**src/rtl/approx_adder_err_monitor.sv**
```systemverilog
// approx_adder_err_monitor
//   Consumer-side accuracy monitor for registered approximate adders. Accepts
//   (in_a, in_b, in_sum) triples over a programmed window. It recomputes the
//   exact sum and accumulates error statistics: the error count, the maximum
//   error distance (ED) and the saturating cumulative ED.
//
// Ports
//   clk, rst_n          clock (rising edge), asynchronous active-low reset
//   start, num_samples  start pulse (IDLE only) and window length
//   in_valid/in_ready   sample handshake; in_a/in_b operands, in_sum approx sum
//   busy, done          window in progress / one-cycle completion pulse
//   sample_cnt          samples processed in the current/last window
//   err_count           samples with nonzero ED
//   max_ed, sum_ed      largest ED, cumulative ED (saturating)
module approx_adder_err_monitor #(
  parameter int unsigned WIDTH = 16,
  parameter int unsigned CNT_W = 32,
  parameter int unsigned ACC_W = 40
) (
  input  logic             clk,
  input  logic             rst_n,
  input  logic             start,
  input  logic [CNT_W-1:0] num_samples,
  input  logic             in_valid,
  output logic             in_ready,
  input  logic [WIDTH-1:0] in_a,
  input  logic [WIDTH-1:0] in_b,
  input  logic [WIDTH:0]   in_sum,
  output logic             busy,
  output logic             done,
  output logic [CNT_W-1:0] sample_cnt,
  output logic [CNT_W-1:0] err_count,
  output logic [WIDTH:0]   max_ed,
  output logic [ACC_W-1:0] sum_ed
);

  typedef enum logic [1:0] {S_IDLE, S_RUN, S_DRAIN, S_DONE} state_e;

  state_e           state_q;
  logic [CNT_W-1:0] target_q;
  logic [CNT_W-1:0] acc_cnt_q;
  logic [CNT_W-1:0] acc_cnt_d;
  logic             ready_q;
  logic             busy_q;
  logic             done_q;

  logic             accept;
  logic             start_ok;

  // Pipeline registers
  logic             s1_v_q;
  logic [WIDTH-1:0] s1_a_q;
  logic [WIDTH-1:0] s1_b_q;
  logic [WIDTH:0]   s1_sum_q;
  logic             s2_v_q;
  logic [WIDTH:0]   ed_q;
  logic [WIDTH:0]   exact_d;
  logic [WIDTH:0]   ed_d;

  // Statistics
  logic [CNT_W-1:0] cnt_q;
  logic [CNT_W-1:0] err_q;
  logic [WIDTH:0]   max_q;
  logic [ACC_W-1:0] sum_q;
  logic [ACC_W:0]   sum_ext_d;
  logic [ACC_W-1:0] sum_d;

  // ready_q is only ever set while in RUN, so it alone qualifies an accept
  assign accept    = in_valid && ready_q;
  assign start_ok  = start && (state_q == S_IDLE);
  assign acc_cnt_d = acc_cnt_q + CNT_W'(1);

  always_ff @(posedge clk or negedge rst_n) begin
    if (!rst_n) begin
      state_q   <= S_IDLE;
      target_q  <= '0;
      acc_cnt_q <= '0;
      ready_q   <= 1'b0;
      busy_q    <= 1'b0;
      done_q    <= 1'b0;
    end else begin
      done_q <= 1'b0;
      unique case (state_q)
        S_IDLE: begin
          if (start) begin
            target_q  <= num_samples;
            acc_cnt_q <= '0;
            if (num_samples == '0) begin
              state_q <= S_DONE;
              done_q  <= 1'b1;
            end else begin
              state_q <= S_RUN;
              ready_q <= 1'b1;
              busy_q  <= 1'b1;
            end
          end
        end
        S_RUN: begin
          if (accept) begin
            acc_cnt_q <= acc_cnt_d;
            if (acc_cnt_d == target_q) begin
              state_q <= S_DRAIN;
              ready_q <= 1'b0;
            end
          end
        end
        S_DRAIN: begin
          if (!s1_v_q && !s2_v_q) begin
            state_q <= S_DONE;
            busy_q  <= 1'b0;
            done_q  <= 1'b1;
          end
        end
        S_DONE: begin
          state_q <= S_IDLE;
        end
        default: begin
          state_q <= S_IDLE;
        end
      endcase
    end
  end

  // Exact sum is WIDTH+1 bits wide, so the carry out is never lost
  always_comb begin
    exact_d = {1'b0, s1_a_q} + {1'b0, s1_b_q};
    if (exact_d >= s1_sum_q) begin
      ed_d = exact_d - s1_sum_q;
    end else begin
      ed_d = s1_sum_q - exact_d;
    end
  end

  always_ff @(posedge clk or negedge rst_n) begin
    if (!rst_n) begin
      s1_v_q   <= 1'b0;
      s1_a_q   <= '0;
      s1_b_q   <= '0;
      s1_sum_q <= '0;
      s2_v_q   <= 1'b0;
      ed_q     <= '0;
    end else begin
      s1_v_q <= accept;
      if (accept) begin
        s1_a_q   <= in_a;
        s1_b_q   <= in_b;
        s1_sum_q <= in_sum;
      end
      s2_v_q <= s1_v_q;
      if (s1_v_q) begin
        ed_q <= ed_d;
      end
    end
  end

  // One extra bit catches accumulator overflow; on carry the sum pins at all-ones
  always_comb begin
    sum_ext_d = {1'b0, sum_q} + (ACC_W+1)'(ed_q);
    sum_d     = sum_ext_d[ACC_W] ? '1 : sum_ext_d[ACC_W-1:0];
  end

  always_ff @(posedge clk or negedge rst_n) begin
    if (!rst_n) begin
      cnt_q <= '0;
      err_q <= '0;
      max_q <= '0;
      sum_q <= '0;
    end else if (start_ok) begin
      cnt_q <= '0;
      err_q <= '0;
      max_q <= '0;
      sum_q <= '0;
    end else if (s2_v_q) begin
      cnt_q <= cnt_q + CNT_W'(1);
      if (ed_q != '0) begin
        err_q <= err_q + CNT_W'(1);
      end
      if (ed_q > max_q) begin
        max_q <= ed_q;
      end
      sum_q <= sum_d;
    end
  end

  assign in_ready   = ready_q;
  assign busy       = busy_q;
  assign done       = done_q;
  assign sample_cnt = cnt_q;
  assign err_count  = err_q;
  assign max_ed     = max_q;
  assign sum_ed     = sum_q;

endmodule

```
**config.mk**
```make
export PLATFORM = sky130hd
export DESIGN_NAME = approx_adder_err_monitor
export DESIGN_NICKNAME = d
export VERILOG_FILES = /design/src/rtl/approx_adder_err_monitor.sv
export SDC_FILE = /design/constraint.sdc
export NUM_CORES = 1
export LEC_CHECK = 0
export BUFFER_PORTS_ARGS = -buffer_cell sky130_fd_sc_hd__buf_2
export CELL_PAD_IN_SITES_DETAIL_PLACEMENT = 2
export CELL_PAD_IN_SITES_GLOBAL_PLACEMENT = 2
export CORE_UTILIZATION = 36
export DETAILED_ROUTE_END_ITERATION = 7
export GPL_TIMING_DRIVEN = 0
export PLACE_DENSITY_LB_ADDON = 0.1
export SYNTH_ARGS = -nofsm -noshare
export SYNTH_HDL_FRONTEND = slang
export SYNTH_SLANG_ARGS = --single-unit
export TNS_END_PERCENT = 30
```
**constraint.sdc**
```tcl
create_clock -name clk -period 6.21 [get_ports clk]
set_input_delay 1.5525 -clock clk [delete_from_list [all_inputs] [get_ports clk]]
set_output_delay 1.5525 -clock clk [all_outputs]
set_load 0.02 [all_outputs]
```
# After elaboration in Yosys (flattened, before gate mapping)
# Index checks and enable logic that the tools add are counted.
[totals] ff_bits=258 input_bits=85 output_inout_bits=124 word_cells=86
[classes] n_addsub=7 magnitude_cmp=2 n_eq_ne=9 n_mux=32 n_reduce_logical=20
[ops] cell="32-bit two-way mux" count=7
[ops] cell="40-bit two-way mux" count=3
[ops] cell="32-bit by 1-bit adder with 32-bit output, second input constant" count=3
[ops] cell="17-bit two-way mux" count=4
[ops] cell="32-bit case mux with 2 select lines" count=1
[ops] cell="40-bit by 17-bit adder with 41-bit output" count=1
[ops] cell="17-bit subtractor" count=2
[ops] cell="32-bit equality test" count=1
[ops] cell="32-bit logical NOT" count=1
[ops] cell="16-bit by 16-bit adder with 17-bit output" count=1
[ops] cell="17-bit >= comparator" count=1
[ops] cell="17-bit greater-than comparator" count=1
[ops] cell="17-bit nonzero test" count=1
[ops] cell="2-bit two-way mux" count=5
[ops] cell="2-bit != test, second input constant" count=5
[ops] cell="2-bit nonzero test" count=5
[ops] cell="1-bit two-way mux" count=8
[ops] cell="2-bit case mux with 4 select lines" count=1
[ops] cell="4-bit AND reduction" count=2
[ops] cell="1-bit case mux with 2 select lines" count=3
[ops] cell="2-bit AND reduction" count=3
[ops] cell="5-bit AND reduction" count=1
[ops] cell="2-bit equality test, second input constant" count=2
[ops] cell="1-bit logical AND" count=3
[ops] cell="4 further kinds" count=5

# Depth between registers and ports, before layout
# Gate-level depths: netlist of the first run.
[logic_depth] ltp_word=5 mapped_depth=24 ltp_nobuf=21

# Worst setup path before layout of the first run
# Ideal clock, no wire load.
[synth_path] path_type="register to register" startpoint="register s1_a_q[0]" endpoint="register ed_q[10]" setup_ns=0.125 arrival_time_ns=4.786 t_required_ns=6.085 setup_slack_ns=1.299 stages_incl_launch_ff=22 n_path_buf=1 synth_period_minus_slack_ns=4.911 cell_sequence="dfrtp_1 > ha_1 > fa_1 > a21o_1 > a21oi_1 > o21bai_1 > a21oi_1 > o21bai_1 > a41o_1 > o41ai_1 > xnor2_1 > ha_1 > clkbuf_1 > and3_1 > nand3_1 > o41ai_1 > o2bb2ai_1 > a211o_2 > mux2i_1 > o221ai_1 > xnor2_1 > mux2_2"
[synth_between] elab_chain_cells=3 elab_cells_between_ends=5 classes_between="add/sub (3); order compare (1); mux (1)"
[synth_lines] item="from (decl)" line="52" source="logic [WIDTH-1:0] s1_a_q;"
[synth_lines] item="from (signal assigned)" line="145" source="s1_a_q <= in_a;"
[synth_lines] item="16-bit by 16-bit adder with 17-bit output *" line="126" source="exact_d = {1'b0, s1_a_q} + {1'b0, s1_b_q};"
[synth_lines] item="17-bit subtractor, or another cell as far along" line="130" source="ed_d = s1_sum_q - exact_d;"
[synth_lines] item="17-bit two-way mux *" line="127" source="if (exact_d >= s1_sum_q) begin"
[synth_lines] item="to (signal assigned)" line="141" source="ed_q <= '0;"
[synth_lines] item="to (signal assigned)" line="151" source="ed_q <= ed_d;"
[synth_lines] item="to (decl)" line="56" source="logic [WIDTH:0] ed_q;"
# Mark *: on every way between the ends. The rest lies on a longest branch, timed or not.
# A chain may end at the register's enable or synchronous reset.

# Final worst setup path of the first run
[layout_path] startpoint="register s1_a_q[0]" endpoint="register ed_q[4]"
# Same word-level chain as after synthesis.

==> results of run 1 <==
[logic make-up after synthesis]
family	after synthesis	synth area share
XOR/XNOR	141	0.0784
AO/OA/AOI/OAI	352	0.139
multiplexers	87	0.0584
AND/OR/NAND/NOR	639	0.196
buffers and inverters	163	0.0425
flip-flops	258	0.410
adder cells (fa/ha/maj)	93	0.0758
[critical path, cell delays in order (launching register included)]
cell                        delay (ns)
sky130_fd_sc_hd__dfrtp_1          0.40
sky130_fd_sc_hd__ha_1             0.25
sky130_fd_sc_hd__fa_1             0.41
sky130_fd_sc_hd__a21o_1           0.18
sky130_fd_sc_hd__a21oi_1          0.27
sky130_fd_sc_hd__o21bai_1         0.11
sky130_fd_sc_hd__a21oi_1          0.28
sky130_fd_sc_hd__o21bai_1         0.14
sky130_fd_sc_hd__a41o_1           0.29
sky130_fd_sc_hd__o41ai_2          0.34
sky130_fd_sc_hd__o211a_1          0.27
sky130_fd_sc_hd__xnor2_1          0.12
sky130_fd_sc_hd__ha_1             0.39
sky130_fd_sc_hd__and3_1           0.25
sky130_fd_sc_hd__nand3_1          0.16
sky130_fd_sc_hd__o41ai_2          0.45
sky130_fd_sc_hd__o2bb2ai_1        0.16
sky130_fd_sc_hd__a211o_2          0.22
sky130_fd_sc_hd__buf_4            0.24
sky130_fd_sc_hd__buf_4            0.25
sky130_fd_sc_hd__mux2i_1          0.24
sky130_fd_sc_hd__xor2_1           0.21
sky130_fd_sc_hd__a21oi_1          0.09
[sequential cells by signal (all words and copies together) (netlist names), 2 cells and up]
name / cells
acc_cnt_q: 32
ed_q: 17
err_count: 32
max_ed: 17
s1_a_q: 16
s1_b_q: 16
s1_sum_q: 17
sample_cnt: 32
state_q: 2
sum_ed: 40
target_q: 32
[cell usage after synthesis (4+ instances only)]
cell type,number,area [um2]
sky130_fd_sc_hd__a22o_1,7,61.3
sky130_fd_sc_hd__a311oi_1,10,87.6
sky130_fd_sc_hd__and3_1,30,188
sky130_fd_sc_hd__nand4_1,25,156
sky130_fd_sc_hd__dfrtp_1,258,6460
sky130_fd_sc_hd__xnor2_1,66,578
sky130_fd_sc_hd__o211a_1,4,40.0
sky130_fd_sc_hd__and2_1,14,87.6
sky130_fd_sc_hd__o22ai_1,6,37.5
sky130_fd_sc_hd__nor4_1,18,113
sky130_fd_sc_hd__a21oi_1,102,510
sky130_fd_sc_hd__and4_1,11,96.3
sky130_fd_sc_hd__o21a_1,10,75.1
sky130_fd_sc_hd__nand2b_1,9,56.3
sky130_fd_sc_hd__buf_2,11,55.1
sky130_fd_sc_hd__mux2_2,40,450
sky130_fd_sc_hd__ha_1,89,1110
sky130_fd_sc_hd__buf_1,7,26.3
sky130_fd_sc_hd__nor2b_1,15,93.8
sky130_fd_sc_hd__nor3b_1,4,30.0
sky130_fd_sc_hd__a21o_1,24,180
sky130_fd_sc_hd__inv_1,83,312
sky130_fd_sc_hd__nor3_1,38,190
sky130_fd_sc_hd__o21bai_1,6,45.0
sky130_fd_sc_hd__nor2_1,142,533
sky130_fd_sc_hd__clkbuf_1,51,191
sky130_fd_sc_hd__or3_1,18,113
sky130_fd_sc_hd__o21ai_0,102,510
sky130_fd_sc_hd__or2_2,5,31.3
sky130_fd_sc_hd__nand3_1,54,270
sky130_fd_sc_hd__fa_1,4,80.1
sky130_fd_sc_hd__nand2_1,231,867
sky130_fd_sc_hd__a31oi_1,25,156
sky130_fd_sc_hd__buf_4,7,52.6
sky130_fd_sc_hd__o211ai_1,6,45.0
sky130_fd_sc_hd__a211oi_1,7,52.6
sky130_fd_sc_hd__a31o_2,4,35.0
sky130_fd_sc_hd__mux2i_1,47,470
sky130_fd_sc_hd__xor2_1,75,657
[power by group through the flow]
| stage | combinational, mW | clock [mW] | sequential, mW |
|---|---|---|---|
| 5_1_grt | 4.49 | 2.15 | 2.57 |
| 3_3_place_gp | 3.85 | 0 | 2.53 |
| 3_5_place_dp | 4.02 | 0 | 2.54 |
| 2_1_floorplan | 2.68 | 0 | 2.52 |
| 4_1_cts | 4.09 | 2.10 | 2.53 |
| 6_report | 4.04 | 2.04 | 2.52 |
[routing by layer]
layer / share of wire / wire length [um] / vias up
li1: - / - / 6553
met1: 0.43 / 23800 / 7130
met2: 0.51 / 27800 / 218
met3: 0.031 / 1690 / 91
met4: 0.028 / 1540 / 0
met5: 0 / 0 / -
[timing repair]
| action | 4_1_cts | 5_1_grt |
|---|---|---|
| hold buffers | 0 | 0 |
| gates resized for setup | 1 | 2 |
| setup endpoints to repair | 1 | 11 |
[final cells by class]
class	count	area, um2	share of cell area
multi-input combinational	1312	8660	0.462
clock buffer	48	973	0.0519
sequential	258	6460	0.344
clock inverter	10	154	0.00821
timing repair buffer	210	1110	0.0590
buffer	79	354	0.0189
tap	585	732	0.0390
inverter	83	312	0.0166
[final timing paths]
check	startpoint	endpoint	slack [ns]	cells after the start
max in group asynchronous	rst_n	s1_a_q[11]	4.19	2
min reg2reg	target_q[27]	target_q[27]	0.50	2
max reg2reg	s1_a_q[0]	ed_q[4]	0.33	22
max	s1_a_q[0]	ed_q[4]	0.33	22
min	target_q[27]	target_q[27]	0.50	2
min in group asynchronous	rst_n	target_q[18]	0.98	1
==> impl_metrics.json, run 1 <==
{
  "outcome": "finished clean",
  "clk_path_buf_depth": 3,
  "finalPower_mw": 8.60,
  "layer_with_the_highest_usage_after_global_routing": "met2",
  "buffer_ports.inserted": 208,
  "first_global_vias": 15514,
  "io_pins": 209,
  "final-max-slew-violation-count": 0,
  "dp_hpwl_um": 41100,
  "first_pass_grt_wire_length_um": 86500,
  "die_height_um": 211,
  "cts_buffers": 34,
  "final_hold_viol_count": 0,
  "cts.sinks": 258,
  "cts.repair_timing.setup_buffer_count": 0,
  "met2_usage": 0.442,
  "crit_path_end_kind": "register",
  "ys_seq_elements": 258,
  "timing.final.setup_violations": 0,
  "worst_slew_margin_rel": 0.300,
  "path_max_fanout": 10,
  "clkLatencyLatePin_ns": 0.56,
  "post-route-worst-setup-slack_ns": 0.334,
  "power-per-cell-area_nw_per_um2": 459,
  "synthToLayoutAreaGrowth_pct": 19.0,
  "power.share.combinational": 0.470,
  "drcViolationCount": 0,
  "routed_wirelength_um": 54800,
  "power.share.switching": 0.437,
  "numPlacedInstances": 2528,
  "power_frac_seq": 0.293,
  "cts_root_buffer": "sky130_fd_sc_hd__clkbuf_16",
  "netSwitchingPower_mw": 3.76,
  "synth.cell_area_um2": 15800,
  "first_iter_violations": 518,
  "netlist-cell-type-count": 81,
  "final_min_period_over_clock_period": 0.946,
  "synth_sequential_area_ratio": 0.410,
  "global_route_total_usage_across_every_layer": 0.249,
  "insertedDiodeCount": 0,
  "layout-drive-gt1-share": 0.177,
  "ys_dominant_reg_cell": "sky130_fd_sc_hd__dfrtp_1",
  "timing.clock.skew_ns": 0.0188,
  "max-vdd-ir-drop_mv": 0.253,
  "setup_total_negative_slack_ns": 0,
  "syn_area_per_cell_um2": 9.09,
  "rows": 76,
  "maxClockFrequency_mhz": 170,
  "synth_nets": 1911,
  "overflow": 0,
  "critPathLaunchType": "register",
  "met1_track_demand_over_resource_in_global_routing": 0.306,
  "unrepaired_setup_endpoints_after_global_routing": "false",
  "die_w_um": 211,
  "layout_commonest_cell": "sky130_fd_sc_hd__dfrtp_1",
  "cap_viol_max_count": 0,
  "synth.yosys.warnings": 0,
  "detailed_place.area_um2": 17600,
  "clk_pin_slew_ns": 0.06,
  "routed_wire_length_per_instance_um": 21.2,
  "route.detailed.vias_per_inst": 5.41,
  "syn-instance-count": 1733,
  "fraction_of_registers_with_async_set_or_reset_after_synthesis": 1.00,
  "cts_tree": "done",
  "stdcell_area_um2": 18700,
  "gp_routability_congestion": 0.838,
  "end_of_flow_core_utilization": 0.435,
  "final_cell_count_no_fill": 2585,
  "timing.critical_path.required_ns": 6.62,
  "worst_ep_arrival_time_ns": 6.28,
  "dpl_worst_slack_ns": -0.0239,
  "route.vias.total": 13992,
  "dieArea_um2": 44600,
  "power.leakage_nw": 9.00,
  "timing.setup.critical_path_class": "register to register",
  "number_of_antenna_violations_at_the_first_check_in_global_routing": 0,
  "clock_power_share": 0.238,
  "fin_nets": 2156,
  "min_period_ns": 5.88,
  "use_met3": 0.0357,
  "max_slew.worst_pin.slew_ns": 1.05,
  "hold_class": "register to register",
  "synth-edff-count": 0,
  "core_region_area_um2": 43100,
  "fill_cells": 4785,
  "floorplan.initialDensity": 0.366,
  "pin_count_of_the_biggest_net_entering_global_routing": 111,
  "drt_pass1_iterations": 4,
  "fin_worst_hold_slack_ns": 0.498,
  "internal_power_mw": 4.84,
  "antenna_left": 0,
  "layout.cells.most_common_list": "258 x sky130_fd_sc_hd__dfrtp_1, 231 x sky130_fd_sc_hd__nand2_1, 218 x sky130_fd_sc_hd__buf_2",
  "cts_htree_levels": 2
}
No activity file was read; power rests on OpenSTA's default activity.
==> inputs of run 2 (changes only) <==
--- a/config.mk
+++ b/config.mk
@@ -14,2 +14,3 @@
 export PLACE_DENSITY_LB_ADDON = 0.1
+export SLEW_MARGIN = 10
 export SYNTH_ARGS = -nofsm -noshare
==> constraint.sdc (replaced) <==
create_clock -name clk -period 6.21 [get_ports clk]
set_input_delay 0.3105 -clock clk [delete_from_list [all_inputs] [get_ports clk]]
set_output_delay 0.3105 -clock clk [all_outputs]
set_load 0.02 [all_outputs]
==> run 2 against run 1 <==
  * Cell count is 2.4% higher
  * Critical path type unchanged
  * Total power is 0.98% higher
  * Clock-buffer cell count shrank 1
  * Combinational power rose by 1%
  * Highest routed layer unchanged
  * Register-to-register slack better by 0.07 ns
  * Routed wire length up 6.4%
  * Die area is the same
==> impl_metrics.json, run 2 (same netlist as run 1, synthesis figures left out) <==
{
  "outcome": "finished clean",
  "routed_wirelength_um": 58300,
  "buffer_ports.inserted": 208,
  "worst_hold_path.endpoint": "target_q[13]",
  "hold_path_startpoint": "num_samples[13]",
  "ff2ff_setup_slack_ns": 0.40,
  "dp_hpwl_um": 41100,
  "cts_root_buffer": "sky130_fd_sc_hd__clkbuf_16",
  "floorplan.initialDensity": 0.366,
  "timing.final.setup_violations": 0,
  "max_slew.worst_pin.slew_ns": 1.03,
  "number_of_antenna_violations_at_the_first_check_in_global_routing": 0,
  "insertedDiodeCount": 0,
  "pin_count_of_the_biggest_net_entering_global_routing": 101,
  "worst_r2r_startpoint": "s1_a_q[0]",
  "worst_slew_margin_rel": 0.314,
  "power.leakage_nw": 9.27,
  "cts_tree": "done",
  "worst_ep_arrival_time_ns": 6.21,
  "layout_commonest_cell": "sky130_fd_sc_hd__dfrtp_1",
  "cell_depth_of_the_worst_flop_to_flop_path": 22,
  "crit-reg2reg-capture": "ed_q[4]",
  "final-max-slew-violation-count": 0,
  "clk_pin_slew_ns": 0.06,
  "wl_met1_um": 24700,
  "timing.setup.critical_path_class": "register to register",
  "end_of_flow_core_utilization": 0.450,
  "timing.clock.skew_ns": 0.0113,
  "critPathLaunchType": "register",
  "final_cell_count_no_fill": 2646,
  "gp_routability_congestion": 0.838,
  "die_w_um": 211,
  "core_region_area_um2": 43100,
  "first_iter_violations": 479,
  "cap_viol_max_count": 0,
  "cts_buffers": 34,
  "first_pass_grt_wire_length_um": 91700,
  "worst_setup_path_startpoint": "s1_a_q[0]",
  "layout.cells.most_common_list": "258 x sky130_fd_sc_hd__dfrtp_1, 231 x sky130_fd_sc_hd__nand2_1, 218 x sky130_fd_sc_hd__buf_2",
  "route.detailed.vias_per_inst": 5.37,
  "min_period_ns": 5.81,
  "antenna_left": 0,
  "layout-drive-gt1-share": 0.172,
  "min_delay_path_depth": 3,
  "clkLatencyLatePin_ns": 0.55,
  "die_height_um": 211,
  "io_pins": 209,
  "fin_nets": 2218,
  "wl_met2_um": 29900,
  "path_max_fanout": 10,
  "numPlacedInstances": 2528,
  "top_layer": "met4",
  "number_of_flip_flops_in_the_largest_register": 40,
  "routed_wire_length_per_instance_um": 22.0,
  "route.vias.total": 14200,
  "hold_class": "input pin to register",
  "dieArea_um2": 44600,
  "rows": 76,
  "cts_htree_levels": 2,
  "first_global_vias": 16113,
  "overflow": 0,
  "power-per-cell-area_nw_per_um2": 448,
  "crit_path_end_kind": "register",
  "drt_pass1_iterations": 4,
  "clk_path_buf_depth": 3,
  "synthToLayoutAreaGrowth_pct": 23.0,
  "timing.critical_path.required_ns": 6.61,
  "final_min_period_over_clock_period": 0.935,
  "cts.sinks": 258,
  "routed-wl-met3_um": 1950,
  "max-vdd-ir-drop_mv": 0.251,
  "post-route-worst-setup-slack_ns": 0.403,
  "dpl_worst_slack_ns": 0.0258,
  "drcViolationCount": 0,
  "maxClockFrequency_mhz": 172,
  "unrepaired_setup_endpoints_after_global_routing": "false",
  "final_hold_viol_count": 0,
  "global_route_total_usage_across_every_layer": 0.264
}
==> run 2: stage by stage <==
step                hold WS, ns  setup TNS (ns)  instance area (um2)  power (mW)
CTS                    0.000343               0                19400        8.73
finish                   0.0182               0                19400        8.68
floorplan                0.0149               0                15800        5.21
global placement          0.489          -84.91                17500        6.38
global route            0.00211               0                19400        9.30
detailed placement        0.403               0                17600        6.57
==> run 2: power breakdown <==
| part | total, mW | switching, mW | internal, mW |
|---|---|---|---|
| clock network | 2.06 | 0.814 | 1.25 |
| logic | 4.10 | 2.52 | 1.58 |
| registers | 2.52 | 0.456 | 2.06 |
| total | 8.68 | 3.79 | 4.89 |
==> run 2: worst max-delay path by stage <==
| stage | end | slack, ns | depth (start not counted) |
|---|---|---|---|
| 3_5_place_dp | ed_q[4] | 0.03 | 22 |
| 6_report | ed_q[4] | 0.40 | 22 |
| 3_3_place_gp | s1_a_q[10] | -0.35 | 1 |
| 5_1_grt | ed_q[13] | 0.03 | 22 |
| 2_1_floorplan | ed_q[10] | 1.30 | 21 |
| 4_1_cts | ed_q[4] | 0.15 | 22 |
==> run 2: layer usage <==
layer,vias to the layer above,global-route usage
li1,6658,-
met1,7217,0.317
met2,225,0.482
met3,100,0.0375
met4,0,0.0865
met5,-,0
==> run 2: cell type report <==
class	count	area, um2
Timing Repair Buffer	273	1740
Clock inverter	10	173
Fill cell	4715	23700
Sequential cell	258	6460
Multi-Input combinational cell	1312	8660
Tap cell	585	732
Buffer	78	350
Clock buffer	47	960
Inverter	83	312
==> run 2: timing repair <==
action	in CTS	in global routing
setup endpoints to repair	3	15
setup buffers	0	0
hold endpoints to repair	154	0
gates resized for setup	1	4
hold buffers	63	0
==> run 2: worst max-delay path: stages, from the launching register on <==
cell and delay, ns:
sky130_fd_sc_hd__dfrtp_1 0.43, sky130_fd_sc_hd__ha_1 0.26, sky130_fd_sc_hd__fa_1 0.42, sky130_fd_sc_hd__a21o_1 0.19, sky130_fd_sc_hd__a21oi_1 0.27, sky130_fd_sc_hd__o21bai_1 0.13, sky130_fd_sc_hd__a21oi_2 0.21, sky130_fd_sc_hd__o21bai_1 0.11
sky130_fd_sc_hd__a41o_1 0.31, sky130_fd_sc_hd__o41ai_4 0.29, sky130_fd_sc_hd__o211a_1 0.25, sky130_fd_sc_hd__xnor2_1 0.12, sky130_fd_sc_hd__ha_1 0.40, sky130_fd_sc_hd__and3_1 0.26, sky130_fd_sc_hd__nand3_1 0.15, sky130_fd_sc_hd__o41ai_2 0.43
sky130_fd_sc_hd__o2bb2ai_1 0.16, sky130_fd_sc_hd__a211o_2 0.22, sky130_fd_sc_hd__buf_4 0.24, sky130_fd_sc_hd__buf_4 0.25, sky130_fd_sc_hd__mux2i_1 0.25, sky130_fd_sc_hd__xor2_1 0.22, sky130_fd_sc_hd__a21oi_1 0.10
==> inputs of run 3 (changes only) <==
- CORE_UTILIZATION: 36 -> 37
- CTS_BUF_LIST: default -> sky130_fd_sc_hd__clkbuf_2
==> run 3 against run 2 <==
  * Cell count grew 5.2%
  * Register-to-register slack worse by 0.08 ns
  * Largest power group unchanged
  * Clock skew grew 0.12 ns
  * Clock-buffer cell count up 65
  * First-iteration DRC count up 31%
  * Non-clock buffer count grew 100
  * Highest routed layer unchanged
  * Routed wire length rose by 17%
  * Via count is 9.4% higher
  * Hold slack improved by 0.087 ns
  * Clock power shrank 27%
  * Sequential power is 2% higher
  * Design area increased by 2.9%
==> impl_metrics.json, run 3 (same netlist as run 1, synthesis figures left out) <==
{
  "route.detailed.vias_per_inst": 5.58,
  "cell_depth_of_the_worst_flop_to_flop_path": 22,
  "gp_routability_congestion": 0.837,
  "rows": 75,
  "unrepaired_setup_endpoints_after_global_routing": "false",
  "clkLatencyLatePin_ns": 1.13,
  "layout.cells.most_common_list": "258 x sky130_fd_sc_hd__dfrtp_1, 231 x sky130_fd_sc_hd__nand2_1, 218 x sky130_fd_sc_hd__buf_2",
  "end_of_flow_core_utilization": 0.476,
  "crit_path_end_kind": "register",
  "clk_path_buf_depth": 3,
  "power.share.switching": 0.489,
  "timing.setup.critical_path_class": "register to register",
  "first_global_vias": 17767,
  "synthToLayoutAreaGrowth_pct": 26.6,
  "maxClockFrequency_mhz": 170,
  "cts_tree": "done",
  "layout_commonest_cell": "sky130_fd_sc_hd__dfrtp_1",
  "routed_wire_length_per_instance_um": 24.5,
  "routed_wirelength_um": 68300,
  "final_hold_viol_count": 0,
  "die_height_um": 208,
  "hold_class": "input pin to register",
  "number_of_flip_flops_in_the_largest_register": 40,
  "hold_path_startpoint": "in_b[1]",
  "worst_ep_arrival_time_ns": 6.76,
  "die_w_um": 208,
  "cts_htree_levels": 3,
  "first_pass_grt_wire_length_um": 106000,
  "cts_root_buffer": "sky130_fd_sc_hd__clkbuf_2",
  "first_iter_violations": 627,
  "slowest_delay_ns": 0.46,
  "min_period_ns": 5.89,
  "fill_cells": 4603,
  "worst_slew_margin_rel": 0.338,
  "cts_buffers": 81,
  "max-vdd-ir-drop_mv": 0.283,
  "power.share.combinational": 0.515,
  "setup_total_negative_slack_ns": 0,
  "outcome": "finished clean",
  "worst_hold_path.endpoint": "s1_b_q[1]",
  "timing.critical_path.buf_inv": 2,
  "io_pins": 209,
  "global_route_total_usage_across_every_layer": 0.317,
  "pin_count_of_the_biggest_net_entering_global_routing": 96,
  "buffer_ports.inserted": 208,
  "timing.critical_path.required_ns": 7.08,
  "critPathLaunchType": "register",
  "timing.final.setup_violations": 0,
  "netSwitchingPower_mw": 4.09,
  "final-max-slew-violation-count": 0,
  "clock_power_share": 0.179,
  "overflow": 0,
  "dp_hpwl_um": 41900,
  "layout-drive-gt1-share": 0.191,
  "detailed_place.area_um2": 17500,
  "timing.clock.skew_ns": 0.130,
  "finalPower_mw": 8.36,
  "stdcell_area_um2": 20000,
  "worstPathCellList": "ha_1 > fa_1 > a21o_1 > a21oi_2 > o21bai_1 > a21oi_2 > o21bai_1 > a41o_1 > o41ai_4 > o211a_1 > xnor2_1 > ha_1 > and3_1 > nand3_1 > o41ai_2 > o2bb2ai_1 > a211o_2 > buf_4 > buf_4 > mux2i_1 > xor2_1 > a21oi_1",
  "dieArea_um2": 43400,
  "ff2ff_setup_slack_ns": 0.32,
  "final_min_period_over_clock_period": 0.949,
  "crit-reg2reg-capture": "ed_q[5]",
  "worst_r2r_startpoint": "s1_a_q[0]",
  "route.vias.total": 15532,
  "power_frac_seq": 0.306,
  "antenna_left": 0,
  "drcViolationCount": 0,
  "path_max_fanout": 10,
  "cap_viol_max_count": 0,
  "critical_path.slowest_cell": "sky130_fd_sc_hd__dfrtp_1",
  "fin_nets": 2365,
  "min_delay_path_depth": 3,
  "core_region_area_um2": 41900,
  "internal_power_mw": 4.27,
  "cts.sinks": 258,
  "power-per-cell-area_nw_per_um2": 419,
  "crit_family": "compound AO/OA/AOI/OAI gates",
  "max_slew.worst_pin.slew_ns": 0.991,
  "drt_pass1_iterations": 5,
  "number_of_antenna_violations_at_the_first_check_in_global_routing": 3,
  "cts.repair_timing.setup_buffer_count": 0,
  "clk_pin_slew_ns": 0.15,
  "floorplan.initialDensity": 0.376,
  "power.leakage_nw": 9.68
}
## run 3: cell types whose count changed in the layout (fill, tap and decap cells not counted), sizes merged
cell and delta:
diode +5, clkbuf +65, clkinvlp +1, buf +1
bufinv -2, clkinv +15, inv -1, dlygate4sd3 +99
## run 3: area by class of cell
| class | count | area, um2 | area share |
|---|---|---|---|
| antenna | 5 | 12.5 | 0.000627 |
| clock buffer | 112 | 561 | 0.0281 |
| inverter | 83 | 312 | 0.0156 |
| multi-input combinational | 1312 | 8690 | 0.435 |
| sequential | 258 | 6460 | 0.324 |
| timing repair buffer | 373 | 2760 | 0.138 |
| buffer | 78 | 350 | 0.0176 |
| clock inverter | 23 | 145 | 0.00727 |
| tap | 539 | 674 | 0.0338 |
## run 3: repair_timing
action | in CTS | in global routing
resized for setup | 0 | 10
endpoints found under the setup margin | 0 | 16
hold buffers | 163 | 0
hold endpoints to repair | 276 | 0
## run 3: worst max-delay path by stage
stage	from	end	slack (ns)	depth (start not counted)
6_report	s1_a_q[0]	ed_q[5]	0.32	22
5_1_grt	s1_a_q[0]	ed_q[5]	0.05	22
4_1_cts	s1_a_q[0]	ed_q[4]	0.11	22
3_5_place_dp	s1_a_q[0]	ed_q[4]	0.18	22
3_3_place_gp	rst_n	s1_b_q[13]	-0.35	1
2_1_floorplan	s1_a_q[0]	ed_q[10]	1.30	21
## run 3: tightest hold or removal path: stages
cell                            delay [ns]
sky130_fd_sc_hd__dlygate4sd3_1        0.53
sky130_fd_sc_hd__buf_2                0.12
sky130_fd_sc_hd__mux2_2               0.16
## run 3: through the flow
step | setup slack [ns] | hold slack (ns) | std cells
after floorplan | 1.30 | 0.0149 | 1733
after global routing | 0.0528 | -0.00896 | 2782
after global placement | -0.349 | 0.486 | 2480
after CTS | 0.110 | 0.00294 | 2780
final | 0.318 | 0.105 | 2783
after detailed placement | 0.177 | 0.386 | 2482
## run 3: metal layers
metal / track usage / vias up / wire length (um)
li1: - / 7021 / -
met1: 0.351 / 7915 / 26700
met2: 0.571 / 424 / 35500
met3: 0.0682 / 172 / 2840
met4: 0.159 / 0 / 3240
met5: 0 / - / 0
## run 3: power by group through the flow
| stage | Clock, mW | Sequential [mW] | Combinational (mW) |
|---|---|---|---|
| after global placement | 0 | 2.54 | 3.82 |
| after global routing | 1.59 | 2.60 | 4.71 |
| after detailed placement | 0 | 2.56 | 4.00 |
| after floorplan | 0 | 2.52 | 2.68 |
| after CTS | 1.46 | 2.53 | 4.14 |
| final | 1.50 | 2.56 | 4.31 |
